$ cat src/rtl/vrf_wb_arbiter.sv
// vrf_wb_arbiter: merges ALU and MFPU write-back requests into one VRF write port.
// Each source is buffered in a small FIFO. A two-state arbiter alternates winners on ties
// and holds its choice while the VRF bank applies backpressure.
// Optional feature: define VRF_WB_STALL_CNT_EN to enable a saturating backpressure
// counter on stall_cnt_o. When the macro is undefined, stall_cnt_o is tied to zero.
module vrf_wb_arbiter #(
    parameter int DataWidth = 64,
    parameter int AddrWidth = 10,
    parameter int IdWidth   = 3,
    parameter int Depth     = 2
) (
    input  logic                   clk_i,
    input  logic                   rst_i,
    input  logic                   alu_result_req_i,
    input  logic [IdWidth-1:0]     alu_result_id_i,
    input  logic [AddrWidth-1:0]   alu_result_addr_i,
    input  logic [DataWidth-1:0]   alu_result_wdata_i,
    input  logic [DataWidth/8-1:0] alu_result_be_i,
    output logic                   alu_result_gnt_o,
    input  logic                   mfpu_result_req_i,
    input  logic [IdWidth-1:0]     mfpu_result_id_i,
    input  logic [AddrWidth-1:0]   mfpu_result_addr_i,
    input  logic [DataWidth-1:0]   mfpu_result_wdata_i,
    input  logic [DataWidth/8-1:0] mfpu_result_be_i,
    output logic                   mfpu_result_gnt_o,
    output logic                   vrf_req_o,
    output logic [IdWidth-1:0]     vrf_id_o,
    output logic [AddrWidth-1:0]   vrf_addr_o,
    output logic [DataWidth-1:0]   vrf_wdata_o,
    output logic [DataWidth/8-1:0] vrf_be_o,
    input  logic                   vrf_gnt_i,
    output logic [15:0]            stall_cnt_o
);

    localparam int BeWidth  = DataWidth / 8;
    localparam int PtrWidth = $clog2(Depth);
    localparam int CntWidth = PtrWidth + 1;
    localparam int EntWidth = IdWidth + AddrWidth + DataWidth + BeWidth;

    localparam logic [0:0] IDLE   = 1'b0;
    localparam logic [0:0] LOCKED = 1'b1;

    // Source index 0 is the ALU and source index 1 is the MFPU.
    logic [EntWidth-1:0] mem_q [2][Depth];
    logic [PtrWidth-1:0] rptr_q [2];
    logic [PtrWidth-1:0] wptr_q [2];
    logic [CntWidth-1:0] cnt_q [2];

    logic [EntWidth-1:0] ent_in [2];
    logic [1:0]          req_in;
    logic [1:0]          push;
    logic [1:0]          pop;
    logic [1:0]          not_empty;

    logic [0:0] state_q, state_d;
    logic       lock_src_q, lock_src_d;
    logic       last_q, last_d;
    logic       sel;
    logic       sel_vld;
    logic [EntWidth-1:0] head;

    assign ent_in[0] = {alu_result_id_i, alu_result_addr_i, alu_result_wdata_i, alu_result_be_i};
    assign ent_in[1] = {mfpu_result_id_i, mfpu_result_addr_i, mfpu_result_wdata_i, mfpu_result_be_i};
    assign req_in    = {mfpu_result_req_i, alu_result_req_i};

    // Acceptance uses only registered occupancy, so a full FIFO cannot take a push even when it pops.
    always_comb begin
        push      = '0;
        not_empty = '0;
        for (int s = 0; s < 2; s++) begin
            push[s]      = req_in[s] && (cnt_q[s] != CntWidth'(Depth)) && !rst_i;
            not_empty[s] = (cnt_q[s] != '0);
        end
    end

    assign alu_result_gnt_o  = push[0];
    assign mfpu_result_gnt_o = push[1];

    // Source selection: a locked source is held; otherwise a tie goes to the previous loser.
    always_comb begin
        sel     = 1'b0;
        sel_vld = 1'b0;
        if (state_q == LOCKED) begin
            sel     = lock_src_q;
            sel_vld = 1'b1;
        end else if (not_empty[0] && not_empty[1]) begin
            sel     = !last_q;
            sel_vld = 1'b1;
        end else if (not_empty[0]) begin
            sel     = 1'b0;
            sel_vld = 1'b1;
        end else if (not_empty[1]) begin
            sel     = 1'b1;
            sel_vld = 1'b1;
        end
    end

    assign vrf_req_o = sel_vld && !rst_i;
    assign head      = mem_q[sel][rptr_q[sel]];
    assign pop[0]    = vrf_req_o && vrf_gnt_i && (sel == 1'b0);
    assign pop[1]    = vrf_req_o && vrf_gnt_i && (sel == 1'b1);

    assign vrf_id_o    = vrf_req_o ? head[EntWidth-1 -: IdWidth] : '0;
    assign vrf_addr_o  = vrf_req_o ? head[DataWidth+BeWidth +: AddrWidth] : '0;
    assign vrf_wdata_o = vrf_req_o ? head[BeWidth +: DataWidth] : '0;
    assign vrf_be_o    = vrf_req_o ? head[BeWidth-1:0] : '0;

    // FIFO pointers and occupancy. Power-of-two depth makes pointer overflow wrap modulo Depth.
    always_ff @(posedge clk_i) begin
        for (int s = 0; s < 2; s++) begin
            if (rst_i) begin
                rptr_q[s] <= '0;
                wptr_q[s] <= '0;
                cnt_q[s]  <= '0;
            end else begin
                if (push[s]) wptr_q[s] <= wptr_q[s] + 1'b1;
                if (pop[s])  rptr_q[s] <= rptr_q[s] + 1'b1;
                cnt_q[s] <= cnt_q[s] + CntWidth'(push[s]) - CntWidth'(pop[s]);
            end
        end
    end

    // FIFO storage. There is no reset here because occupancy alone decides validity.
    always_ff @(posedge clk_i) begin
        for (int s = 0; s < 2; s++) begin
            if (push[s]) mem_q[s][wptr_q[s]] <= ent_in[s];
        end
    end

    // Arbiter next state: lock on an ungranted request, and release and record the winner on a grant.
    always_comb begin
        state_d    = state_q;
        lock_src_d = lock_src_q;
        last_d     = last_q;
        if (vrf_req_o) begin
            if (vrf_gnt_i) begin
                state_d = IDLE;
                last_d  = sel;
            end else begin
                state_d    = LOCKED;
                lock_src_d = sel;
            end
        end
    end

    // Arbiter state registers. After reset, last winner is MFPU so the ALU wins the first tie.
    always_ff @(posedge clk_i) begin
        if (rst_i) begin
            state_q    <= IDLE;
            lock_src_q <= 1'b0;
            last_q     <= 1'b1;
        end else begin
            state_q    <= state_d;
            lock_src_q <= lock_src_d;
            last_q     <= last_d;
        end
    end

`ifdef VRF_WB_STALL_CNT_EN
    logic [15:0] stall_q;

    // Count presented-but-ungranted cycles and saturate at all-ones.
    always_ff @(posedge clk_i) begin
        if (rst_i) begin
            stall_q <= '0;
        end else if (vrf_req_o && !vrf_gnt_i && (stall_q != 16'hFFFF)) begin
            stall_q <= stall_q + 16'd1;
        end
    end

    assign stall_cnt_o = stall_q;
`else
    assign stall_cnt_o = '0;
`endif

endmodule

$ cat config.mk
export PLATFORM = sky130hd
export DESIGN_NAME = vrf_wb_arbiter
export DESIGN_NICKNAME = d
export VERILOG_FILES = /design/src/rtl/vrf_wb_arbiter.sv
export SDC_FILE = /design/constraint.sdc
export NUM_CORES = 1
export LEC_CHECK = 0
export CAP_MARGIN = 20
export CORE_UTILIZATION = 45
export CTS_CLUSTER_SIZE = 28
export DETAILED_ROUTE_END_ITERATION = 6
export PLACE_DENSITY_LB_ADDON = 0.05
export SLEW_MARGIN = 20
export SYNTH_ARGS = -nofsm -noshare
export SYNTH_HDL_FRONTEND = slang
export SYNTH_SLANG_ARGS = --single-unit
$ cat constraint.sdc
create_clock -name clk_i -period 16.2 [get_ports clk_i]
set_input_delay 3.24 -clock clk_i [delete_from_list [all_inputs] [get_ports clk_i]]
set_output_delay 3.24 -clock clk_i [all_outputs]
set_load 0.02 [all_outputs]
==> results.cfg <==
[sta]
finalSetupViolations = 0
rsz0062_at_grt = false
period_needed_ns = 9.56
finClkSkew_ns = 0.0100
hold_viol_final = 0
fmax_ghz = 0.105
post-route-period-util_pct = 59.0
slew_violations = 0
worst-slew-pin-transition_ns = 1.08
fin_hold_ws_ns = 0.484
maxSlewHeadroom_pct = 28.3
final.setup.tns_ns = 0

[final_layout]
nNetsFinal = 1255
final_cell_mix = 344 x edfxtp_1, 262 x clkdlybuf4s50_1, 129 x a211oi_1, 88 x nor2b_1, 85 x mux2i_1
layout_commonest_cell = edfxtp_1
synthToLayoutAreaGrowth_pct = 28.9
fill_cells = 2345
drive_gt1_share_pct = 10.8

[yosys]
async_reset_ff_share_pct = 0
syn_inst = 819
synth_area_um2 = 14100
yosys.area.top_type_share_pct = 73.4
ys.flop_type = edfxtp_1
yosysTopAreaCell = edfxtp_1
yosysSeqAreaShare_pct = 74.4
avgSynthCellArea_um2 = 17.2
yosys-top-cells-area = edfxtp_1 73%, a211oi_1 6.9%, mux2i_1 6.0%, nor2b_1 3.9%, a211oi_2 3.6%
synth_edf_count = 344
yosys_warnings = 0
ys_seq_elements = 351
synth.distinct_cells = 32

[die]
die_h_um = 179
die_x_um = 179
die-area_um2 = 32000
num_rows = 64
core-area_um2 = 30700
start_util_pct = 45.9
ios = 279

[setup_path]
cp_cell_sequence = clkdlybuf4s50_1 -> inv_1 -> o21ai_4 -> buf_4 -> buf_4 -> a211oi_1 -> clkdlybuf4s50_1
arrival_ns = 6.32
worstRegToRegCells = 11
slowest_delay_ns = 0.76
r2r-start = cnt_q[1][1]
crit_path_end = vrf_id_o[0]
crit_required_ns = 12.96
r2r_end = cnt_q[0][1]
worstPathMaxFanout = 52
ff2ff_setup_slack_ns = 12.76
endpoint_kind = output pin
path_class = in -> out
start_kind = input port
cp_slowest_cell = clkdlybuf4s50_1
crit_start = rst_i

[worst_hold_path]
holdCritStartpoint = lock_src_q
holdCritPathClass = reg -> reg

[global_route]
track_usage_pct = 19.2
grt_pass1_wl_mm = 45.7
antenna_found_initial = 6
grt_pass1_vias = 7863
grt-ovfl-total = 0
grt_max_degree = 87

[route]
drt_iter0_markers = 414
route.detailed.drc = 0
vias_per_cell = 5.22
drtAntennaViolNets = 0
first_pass_iters = 4
totalWireLength_mm = 30.7
dr_total_vias = 7861
avgRoutedWirePerCell_um = 20.4

[pwr]
p_leak_nw = 5.87
power_density_nw_per_um2 = 145
ir_worst_vdd_mv = 0.0928

[clock_network]
root_buffer = clkbuf_16
holdBufCountCts = 0
path_clk_slew_ns = 0.06
h-tree-depth = 2
numCtsBuffers = 38
clockBufferDepth = 3
clock-sinks = 351
postCtsResizedCells = 0
clock_latency_ns = 0.51
cts_tree = built
cts_setup_buffers = 0

[flow_run]
drv_cap = 0

[place]
portBuffers = 262
dpl.hpwl_mm = 18.8
gp_congestion = 0.737

[outcome]
status = finished, final reports clean
[synthesized netlist by cell type, types with 2 or more instances]
cell type / number
nor2b_1: 88
dfxtp_1: 7
buf_2: 28
a211oi_1: 129
nand3_1: 2
mux2i_1: 85
edfxtp_1: 344
inv_1: 4
o21ai_0: 4
buf_4: 29
xnor2_1: 2
clkbuf_1: 17
ha_1: 2
nand2_1: 4
a211oi_2: 41
a21o_1: 2
nor3_1: 5
nor2_1: 6
or3_1: 3
a21oi_1: 3
and2_1: 2
xor2_1: 2
[how the worst min path moves through the flow]
stage                  to  slack (ns)  cells past startpoint
6_report       lock_src_q        0.48                      2
3_5_place_dp   lock_src_q        0.48                      2
2_1_floorplan  lock_src_q        0.46                      2
4_1_cts        lock_src_q        0.49                      2
5_1_grt        lock_src_q        0.53                      2
3_3_place_gp   lock_src_q        0.48                      2
[report_power, final]
part	switching (mW)	internal [mW]	total (mW)	leakage (nW)
clock network	0.333	0.472	0.805	0.584
logic	0.434	0.298	0.732	2.07
registers	0.0194	1.08	1.10	3.22
total	0.786	1.85	2.63	5.87
[cells by family after synthesis]
group / synth area share [%]
other: 0.0266
AND/OR/NAND/NOR: 4.78
flip-flops: 74.4
multiplexers: 6.04
adder cells (fa/ha/maj): 0.178
buffers and inverters: 3.13
XOR/XNOR: 0.249
AO/OA/AOI/OAI: 11.2
[stage by stage]
stage          utilization (%)  cells  cell area [um2]  power [mW]  worst slack, ns
3_3_place_gp              55.3   1433            17000        1.85             6.73
4_1_cts                   59.1   1502            18100        2.67             6.60
2_1_floorplan                -    834            14100        1.57             5.57
5_1_grt                   59.2   1504            18200        2.75             6.47
3_5_place_dp              55.3   1433            17000        1.86             6.62
6_report                  59.2   1505            18200        2.63             6.64
[final cells by class]
cell class	count	area, um2	share of cell area [%]
diodes	2	5.00	0.0276
multi-input cells	404	3240	17.9
flip-flops and latches	351	10500	57.7
inverters	5	18.8	0.103
repair buffers	278	2760	15.2
clock inverters	24	164	0.903
well taps	396	495	2.73
clock buffers	45	998	5.50
[worst max-delay path: cells and delay by family]
family	cells	cell delay (ns)
buffers and inverters	5	2.77
AOI/OAI and AO/OA	2	0.23
[sequential cells by signal, summed over array words and instances (netlist names)]
| register | cells |
|---|---|
| cnt_q | 4 |
| last_q | 1 |
| lock_src_q | 1 |
| mem_q | 340 |
| rptr_q | 2 |
| state_q | 1 |
| wptr_q | 2 |
[routing by layer]
layer	up-vias	part of all wire, %	wire [um]	global-route usage [%]
met1	3822	43	13200	25.6
li1	3766	-	-	-
met2	219	47	14500	30.2
met4	6	2.0	601	5.19
met5	-	0.13	39	0
met3	48	7.5	2290	5.94
Note: power is estimated with default switching activity, not from simulation.
